### src/rtl/instr_verify_pipe.sv
// Instruction classifier feeding a small output FIFO, with sticky first-illegal capture and an optional halt.
// Defining VERIFY_STATS_EN adds the saturating illegal_count/total_count statistics ports.
//
// state  | meaning
// RUN    | accepting input whenever the FIFO has room
// HALTED | input blocked after an illegal accept until err_clear; FIFO keeps draining
module instr_verify_pipe #(
    parameter int DEPTH           = 4,
    parameter int CNT_W           = 16,
    parameter bit HALT_ON_ILLEGAL = 1'b0
) (
    input  logic             clk,
    input  logic             reset_n,
    input  logic             in_valid,
    output logic             in_ready,
    input  logic [31:0]      in_instr,
    input  logic [31:0]      in_pc,
    output logic             out_valid,
    input  logic             out_ready,
    output logic [31:0]      out_instr,
    output logic [31:0]      out_pc,
    output logic             out_legal,
    output logic [2:0]       out_class,
    output logic             err_sticky,
    output logic [31:0]      err_instr,
    output logic [31:0]      err_pc,
    input  logic             err_clear
`ifdef VERIFY_STATS_EN
    ,
    output logic [CNT_W-1:0] illegal_count,
    output logic [CNT_W-1:0] total_count
`endif
);

    localparam int AW = $clog2(DEPTH);
    localparam logic [AW:0] PTR_ONE = 1;

    if (DEPTH < 2 || (DEPTH & (DEPTH - 1)) != 0 || CNT_W < 1) begin : g_bad_params
        $error("instr_verify_pipe: DEPTH must be a power of two >= 2 and CNT_W >= 1");
    end

    typedef enum logic {RUN = 1'b0, HALTED = 1'b1} state_t;

    state_t      state, state_nxt;
    logic [31:0] mem_instr [DEPTH];
    logic [31:0] mem_pc    [DEPTH];
    logic [2:0]  mem_class [DEPTH];
    logic [AW:0] wr_ptr, rd_ptr;
    logic        full, empty, push, pop;
    logic [2:0]  dec_class;
    logic        dec_illegal;

    logic [5:0] opc, fn;
    logic [4:0] rs, rt, rd, sa;
    assign {opc, rs, rt, rd, sa, fn} = in_instr;

    always_comb begin
        dec_class = 3'd7;
        if (in_instr == 32'd0) begin
            dec_class = 3'd0;
        end else begin
            case (opc)
                6'b000000: begin
                    case (fn)
                        6'b100001, 6'b100011, 6'b100100, 6'b100101, 6'b100110, 6'b100111,
                        6'b101010, 6'b101011, 6'b000100, 6'b000110, 6'b000111:
                            if (sa == 5'd0) dec_class = 3'd1;
                        6'b000000, 6'b000010, 6'b000011:
                            if (rs == 5'd0) dec_class = 3'd1;
                        6'b011000, 6'b011001, 6'b011010, 6'b011011:
                            if (rd == 5'd0 && sa == 5'd0) dec_class = 3'd1;
                        6'b010000, 6'b010010:
                            if (rs == 5'd0 && rt == 5'd0 && sa == 5'd0) dec_class = 3'd1;
                        6'b010001, 6'b010011:
                            if (rt == 5'd0 && rd == 5'd0 && sa == 5'd0) dec_class = 3'd1;
                        6'b001000:
                            if (rt == 5'd0 && rd == 5'd0 && sa == 5'd0) dec_class = 3'd4;
                        6'b001001:
                            if (rt == 5'd0 && sa == 5'd0) dec_class = 3'd4;
                        default: ;
                    endcase
                end
                6'b001001, 6'b001010, 6'b001011, 6'b001100,
                6'b001101, 6'b001110, 6'b001111: dec_class = 3'd2;
                6'b000010, 6'b000011:            dec_class = 3'd4;
                6'b000100, 6'b000101:            dec_class = 3'd3;
                6'b000110, 6'b000111:            if (rt == 5'd0) dec_class = 3'd3;
                6'b000001:
                    if (rt inside {5'b00000, 5'b00001, 5'b10000, 5'b10001}) dec_class = 3'd3;
                6'b100000, 6'b100001, 6'b100010, 6'b100011,
                6'b100100, 6'b100101, 6'b100110: dec_class = 3'd5;
                6'b101000, 6'b101001, 6'b101011: dec_class = 3'd6;
                default: ;
            endcase
        end
    end

    assign dec_illegal = (dec_class == 3'd7);

    // Extra MSB on the pointers tells full from empty when the indices match.
    assign empty    = (wr_ptr == rd_ptr);
    assign full     = (wr_ptr[AW] != rd_ptr[AW]) && (wr_ptr[AW-1:0] == rd_ptr[AW-1:0]);
    assign in_ready = !full && (state == RUN);
    assign push     = in_valid && in_ready;
    assign out_valid = !empty;
    assign pop      = out_valid && out_ready;

    always_ff @(posedge clk or negedge reset_n) begin
        if (!reset_n) begin
            wr_ptr <= '0;
            rd_ptr <= '0;
        end else begin
            if (push) wr_ptr <= wr_ptr + PTR_ONE;
            if (pop)  rd_ptr <= rd_ptr + PTR_ONE;
        end
    end

    always_ff @(posedge clk) begin
        if (push) begin
            mem_instr[wr_ptr[AW-1:0]] <= in_instr;
            mem_pc[wr_ptr[AW-1:0]]    <= in_pc;
            mem_class[wr_ptr[AW-1:0]] <= dec_class;
        end
    end

    // Storage is not reset, so outputs are gated to read as zero while empty.
    assign out_instr = out_valid ? mem_instr[rd_ptr[AW-1:0]] : 32'd0;
    assign out_pc    = out_valid ? mem_pc[rd_ptr[AW-1:0]] : 32'd0;
    assign out_class = out_valid ? mem_class[rd_ptr[AW-1:0]] : 3'd0;
    assign out_legal = out_valid && (mem_class[rd_ptr[AW-1:0]] != 3'd7);

    always_ff @(posedge clk or negedge reset_n) begin
        if (!reset_n) begin
            err_sticky <= 1'b0;
            err_instr  <= 32'd0;
            err_pc     <= 32'd0;
        end else if (push && dec_illegal && (!err_sticky || err_clear)) begin
            err_sticky <= 1'b1;
            err_instr  <= in_instr;
            err_pc     <= in_pc;
        end else if (err_clear) begin
            err_sticky <= 1'b0;
        end
    end

    always_ff @(posedge clk or negedge reset_n) begin
        if (!reset_n) state <= RUN;
        else          state <= state_nxt;
    end

    always_comb begin
        state_nxt = state;
        case (state)
            RUN:     if (HALT_ON_ILLEGAL && push && dec_illegal) state_nxt = HALTED;
            HALTED:  if (err_clear) state_nxt = RUN;
            default: state_nxt = RUN;
        endcase
    end

`ifdef VERIFY_STATS_EN
    always_ff @(posedge clk or negedge reset_n) begin
        if (!reset_n) begin
            total_count   <= '0;
            illegal_count <= '0;
        end else begin
            if (push && total_count != '1) total_count <= total_count + CNT_W'(1);
            if (push && dec_illegal && illegal_count != '1)
                illegal_count <= illegal_count + CNT_W'(1);
        end
    end
`endif

endmodule
### config.mk
export PLATFORM = sky130hd
export DESIGN_NAME = instr_verify_pipe
export DESIGN_NICKNAME = d
export VERILOG_FILES = /design/src/rtl/instr_verify_pipe.sv
export SDC_FILE = /design/constraint.sdc
export NUM_CORES = 1
export LEC_CHECK = 0
export ABC_AREA = 1
export CAP_MARGIN = 0
export CORE_MARGIN = 4
export CORE_UTILIZATION = 55
export DETAILED_ROUTE_END_ITERATION = 16
export GPL_TIMING_DRIVEN = 0
export PLACE_DENSITY = 0.78
export SYNTH_ARGS = -nofsm -noshare
export SYNTH_HDL_FRONTEND = slang
export SYNTH_SLANG_ARGS = --single-unit
### constraint.sdc
create_clock -name clk -period 6.9 [get_ports clk]
set_clock_uncertainty 0.2 [all_clocks]
set_input_delay 1.38 -clock clk [delete_from_list [all_inputs] [get_ports clk]]
set_output_delay 1.38 -clock clk [all_outputs]
set_load 0.005 [all_outputs]
==> impl_results.md, run 1 <==
- Final worst path period share: 72.4%
- RSZ-0062 raised after global routing: no
- Global-route wire length before repair: 58900 um
- Distinct cells, synth: 31
- Largest net degree at the start of global routing: 45
- H-Tree Depth: 2
- Seq/Total Area, Yosys: 69.8%
- Vias: 10700
- Hold buffers post-CTS: 0
- Crit path capture type: primary output
- Root Buffer: clkbuf_16
- I/O Buffers: 203
- Die outline height: 168 um
- Rel. slew slack: 32.2%
- Worst EP required: 5.32 ns
- Area of the die: 28300 um^2
- Hold Path Stages: 2
- Synthesis Warnings: 0
- Congestion Overflow GR: 0
- Syn Area/Cell: 11.2 um^2
- Drt via density: 5.72
- Post_cts resized: 0
- Pins over their slew limit: 0
- Syn nets: 1333
- Post-route DRC violation count: 0
- Vias in the first global route: 10900
- Area after DPL: 16800 um^2
- Design Area, Final: 18000 um^2
- CP Data Arrival Time: 3.41 ns
- DR iter-0 viols: 1214
- Cell Area, Synth: 14100 um^2
- Row count: 58
- Post-Layout Cell Count: 1864
- Core Box Area: 25200 um^2
- Global Route Usage Sum: 26.3%
- HP Class: reg2reg
- WL per Instance: 20.3 um
- R2R Path Start: rd_ptr[0]
- Mapped Cells: 1259
- Commonest non-fill, non-tap cell in the layout: edfxtp_1
- Worst Max-Slew Pin Slew: 1.01 ns
- Final hold violation count: 0
- GP Congestion: 0.863
- Worst Hold End: err_pc[7]
- Hold slack: 0.270 ns
- Num CTS Buffers: 34
- Total power: 8.61 mW
- Max Clk Rate: 0.200 GHz
- Most frequent cells in the layout: edfxtp_1 (268), nand2_1 (247), clkdlybuf4s50_1 (202), nor2_1 (158), o21ai_0 (136)
- IO Pins: 204
- Routed Antenna Nets: 0
- Worst vdd ir: 0.000289 V
- Layout Nets: 1582
- Clock Pin Slew Worst Setup and Hold Paths: 0.06 ns
- Post-Route WL: 37900 um
- Area grow syn2layout: 27.6%
- Dpl cells: 1802
- Antenna diode count: 0
- Setup TNS: 0 ns
- Worst setup path class: reg2out
- Final WS setup: 1.91 ns
- Flops & latches, synth: 340
- Fin util: 71.5%
- Hold path start: err_pc[7]
- Post-DP HPWL: 24400 um
- Layout cells sized above 1: 6.84%
- Largest buffer count on any clock path: 3
- Clock Latency Late Sink: 0.51 ns
- P_leak: 7.15 nW
- Final min period: 4.99 ns
- Setup WS pre-CTS: 2.50 ns
- Die X: 168 um
- Initial antenna violation count: 1
- Drt pass-1 iters: 5
- Crit-path max FO: 10
- TritonCTS clock tree: done
- R2r worst-path depth: 10
- Reg2reg setup slack: 3.65 ns
- Power Dens Cells: 478 nW/um^2
- Post-CTS setup buffers: 0
- Status: completed
- Final setup viols: 0
- Crit path launch type: flop
- Worst r2r dst: mem_pc[0][21]
- Max cap viols: 0
- TritonCTS Sinks: 340
- Starting Density: 56.0%
==> worst max-delay path: stages, from the launching register on <==
cell and delay [ns]:
dfrtp_1 0.38, buf_2 0.23, inv_2 0.25, clkbuf_1 0.52, clkbuf_1 0.50, nor2_1 0.10
o22ai_1 0.23, nand2_1 0.12, inv_1 0.08, clkdlybuf4s50_1 0.49
==> sequential cells by signal, summed over array words and instances (netlist names) <==
name and count:
wr_ptr 3, err_pc 32, mem_pc 128, mem_class 12
rd_ptr 3, err_instr 32, state 1, err_sticky 1
mem_instr 128
==> power by group <==
part           internal [mW]  switching (mW)
sequential              2.79           0.195
combinational           1.68            2.01
clock                   1.18           0.752
total                   5.65            2.96
==> cells in the mapped netlist <==
master / n / area (um^2)
nor2_1: 162 / 608
ha_1: 5 / 62.6
buf_2: 9 / 45.0
o21ai_0: 136 / 681
nor2_2: 8 / 50.1
inv_1: 101 / 379
clkbuf_1: 50 / 188
edfxtp_1: 268 / 8050
xnor2_1: 1 / 8.76
a21oi_2: 1 / 8.76
a21oi_1: 3 / 15.0
nand3_1: 20 / 100
or2_1: 4 / 25.0
o21ai_1: 1 / 5.00
nand2_2: 3 / 18.8
and2_4: 1 / 8.76
nor2_4: 2 / 22.5
clkinv_1: 1 / 3.75
nor3_2: 1 / 10.0
nand4_2: 1 / 12.5
xor2_1: 5 / 43.8
nor4_1: 1 / 6.26
nand4_1: 66 / 413
nor3_1: 2 / 10.0
dfrtp_1: 72 / 1800
inv_2: 2 / 7.51
nand2_1: 247 / 927
a21oi_4: 1 / 16.3
buf_1: 6 / 22.5
buf_6: 12 / 135
o22ai_1: 67 / 419
==> cells by family after synthesis <==
| logic type | share of synthesized area [%] |
|---|---|
| AND/OR/NAND/NOR | 15.7 |
| flip-flops | 69.8 |
| AO/OA/AOI/OAI | 8.12 |
| buffers and inverters | 5.54 |
| XOR/XNOR | 0.373 |
| adder cells (fa/ha/maj) | 0.444 |
==> routing by layer <==
metal | GRT usage [%] | vias up | part of all wire [%]
li1 | - | 4853 | -
met3 | 4.63 | 80 | 7.9
met4 | 8.65 | 2 | 2.7
met5 | 0 | - | 0.034
met2 | 44.8 | 497 | 50
met1 | 34.6 | 5228 | 39
==> cell type report <==
class                   count  area (um^2)
multi-input cells         738         3500
fillers                  1697         7190
plain buffers              77          390
well taps                 330          413
clock inverters            15          200
repair buffers            213         2270
clock buffers              47          973
inverters                 104          390
flip-flops and latches    340         9850
==> worst max-delay path by stage <==
stage / start / endpoint / slack [ns] / depth (start not counted)
after floorplan: in_valid / mem_class[3][0] / 1.64 / 4
after global placement: in_valid / mem_instr[3][7] / -1.24 / 5
after detailed placement: rd_ptr[0] / out_instr[27] / 2.50 / 9
after CTS: rd_ptr[0] / out_instr[15] / 1.92 / 9
after global routing: rd_ptr[0] / out_pc[0] / 1.74 / 9
final: rd_ptr[0] / out_instr[15] / 1.91 / 9
(Power assumes the default switching activity.)
==> inputs of run 2 (changes only) <==
CORE_UTILIZATION = 49   (was 55)
PLACE_DENSITY = 0.73   (was 0.78)
clock period = 4.02 ns   (was 6.9 ns; I/O delays follow)
==> impl_results.md, run 2 (same netlist as run 1, synthesis figures left out) <==
- Final worst path period share: 95.1%
- P_leak: 7.21 nW
- Commonest non-fill, non-tap cell in the layout: edfxtp_1
- Max Clk Rate: 0.262 GHz
- Reg2reg setup slack: 0.91 ns
- Fin util: 64.3%
- WL per Instance: 20.0 um
- Worst Max-Slew Pin Slew: 1.12 ns
- Layout Nets: 1584
- Critical-path cell list: buf_2 -> clkbuf_2 -> clkbuf_2 -> nor2_1 -> o22ai_1 -> nand2_1 -> inv_1 -> clkdlybuf4s50_1
- Total power: 14.6 mW
- Congestion Overflow GR: 0
- GP Congestion: 0.833
- Area of the die: 31600 um^2
- Max cap viols: 0
- Pins over their slew limit: 0
- Internal power: 9.55 mW
- Initial antenna violation count: 0
- Crit-path max FO: 10
- H-Tree Depth: 2
- Area grow syn2layout: 28.1%
- Power Dens Cells: 810 nW/um^2
- TritonCTS Sinks: 340
- Post-Route WL: 38300 um
- Critical path's largest stage delay: 0.49 ns
- RSZ-0062 raised after global routing: no
- Critical path's slowest cell: clkdlybuf4s50_1
- DR iter-0 viols: 965
- Final min period: 3.82 ns
- Largest buffer count on any clock path: 3
- Final setup viols: 0
- Layout cells sized above 1: 9.06%
- Worst vdd ir: 0.000460 V
- Routed Antenna Nets: 0
- Root Buffer: clkbuf_16
- Hold slack: 0.0464 ns
- Post-route DRC violation count: 0
- Worst EP required: 3.02 ns
- Worst path bufs/invs: 5
- CP Data Arrival Time: 2.82 ns
- Post-Layout Cell Count: 1913
- Status: completed
- Drt via density: 5.50
- Total stage count of the critical path: 8
- IO Pins: 204
- Global-route wire length before repair: 59200 um
- Die X: 178 um
- Crit path launch type: flop
- Core Box Area: 28100 um^2
- Vias: 10500
- Clock Latency Late Sink: 0.51 ns
- Drt pass-1 iters: 5
- Power share of the combinational group: 43.9%
- Post-CTS setup buffers: 0
- Clock Pin Slew Worst Setup and Hold Paths: 0.06 ns
- Vias in the first global route: 10700
- Crit path capture type: primary output
- Dpl cells: 1851
- Reg power frac: 34.9%
- Starting Density: 50.2%
- Worst path top cell family by delay: buffers and inverters
- Setup TNS: 0 ns
- Antenna diode count: 0
- Hold buffers post-CTS: 0
- NetSw: 5.09 mW
- Worst r2r dst: mem_pc[2][26]
- Post-DP HPWL: 25200 um
- Clock network fraction of total power: 21.2%
- Most frequent CP cell: clkbuf_2
- Num CTS Buffers: 35
- R2r worst-path depth: 10
- Row count: 61
- Worst setup path class: reg2out
- Most frequent cells in the layout: edfxtp_1 (268), nand2_1 (246), clkdlybuf4s50_1 (202), nor2_1 (158), o21ai_0 (136)
- R2R Path Start: rd_ptr[0]
- TritonCTS clock tree: done
- HP Class: in2async
- Largest net degree at the start of global routing: 41
- Rel. slew slack: 25.5%
- I/O Buffers: 203
- Global Route Usage Sum: 24.3%
- Die outline height: 178 um
- Final hold violation count: 0
- Switch share: 34.8%
==> run 2: how the worst max path moves through the flow <==
| stage | start | endpoint | slack (ns) |
|---|---|---|---|
| after floorplan | in_valid | mem_class[0][0] | -0.62 |
| after global placement | in_valid | mem_instr[0][17] | -3.51 |
| after detailed placement | rd_ptr[0] | out_instr[21] | 0.19 |
| after CTS | rd_ptr[0] | out_pc[20] | 0.003 |
| after global routing | rd_ptr[0] | out_pc[4] | 0.02 |
| final | rd_ptr[0] | out_instr[30] | 0.20 |
==> run 2: layout make-up <==
type | count | area [um^2]
buffer | 77 | 429
clock buffer | 46 | 1000
clock inverter | 16 | 111
fill | 2176 | 10000
inverter | 104 | 393
multi-input combinational | 738 | 3500
sequential | 340 | 9850
tap | 378 | 473
timing repair buffer | 214 | 2310
==> run 2: routing by layer <==
| layer | vias up | wire length, um | part of all wire [%] | GRT usage [%] |
|---|---|---|---|---|
| met5 | - | 0 | 0 | 0 |
| met4 | 0 | 1240 | 3.2 | 9.38 |
| met3 | 77 | 2670 | 7.0 | 4.20 |
| met2 | 450 | 18600 | 49 | 40.0 |
| met1 | 5135 | 15700 | 41 | 32.5 |
| li1 | 4868 | - | - | - |
==> run 2: per-stage QoR <==
stage / worst slack (ns) / cell area [um^2]
after floorplan: -0.620 / 14100
after global placement: -3.51 / 16600
after detailed placement: 0.191 / 16900
after CTS: 0.00264 / 18000
after global routing: 0.0185 / 18100
final: 0.196 / 18100
==> run 2: worst register-to-register path, cell delays in order, from the launching register on <==
cell and delay, ns:
dfrtp_1 0.35, buf_2 0.31, inv_4 0.15, nand2_1 0.10, a21oi_1 0.09, nand2_1 0.07, nand2_1 0.07, nor2_2 0.20
inv_1 0.22, nor2_4 0.76, buf_12 0.29
==> run 2: power groups by stage <==
stage | sequential [mW] | combinational [mW] | clock, mW
global route | 5.20 | 7.08 | 3.29
CTS | 5.11 | 6.47 | 3.14
finish | 5.12 | 6.42 | 3.10
detailed placement | 5.17 | 6.40 | 0
global placement | 5.27 | 6.07 | 0
floorplan | 5.20 | 2.79 | 0
==> run 2: what timing repair did <==
item / 4_1_cts / 5_1_grt
endpoints found under the setup margin: 68 / 68
cloned: 0 / 0
gates resized for setup: 19 / 27
pin swaps: 0 / 0
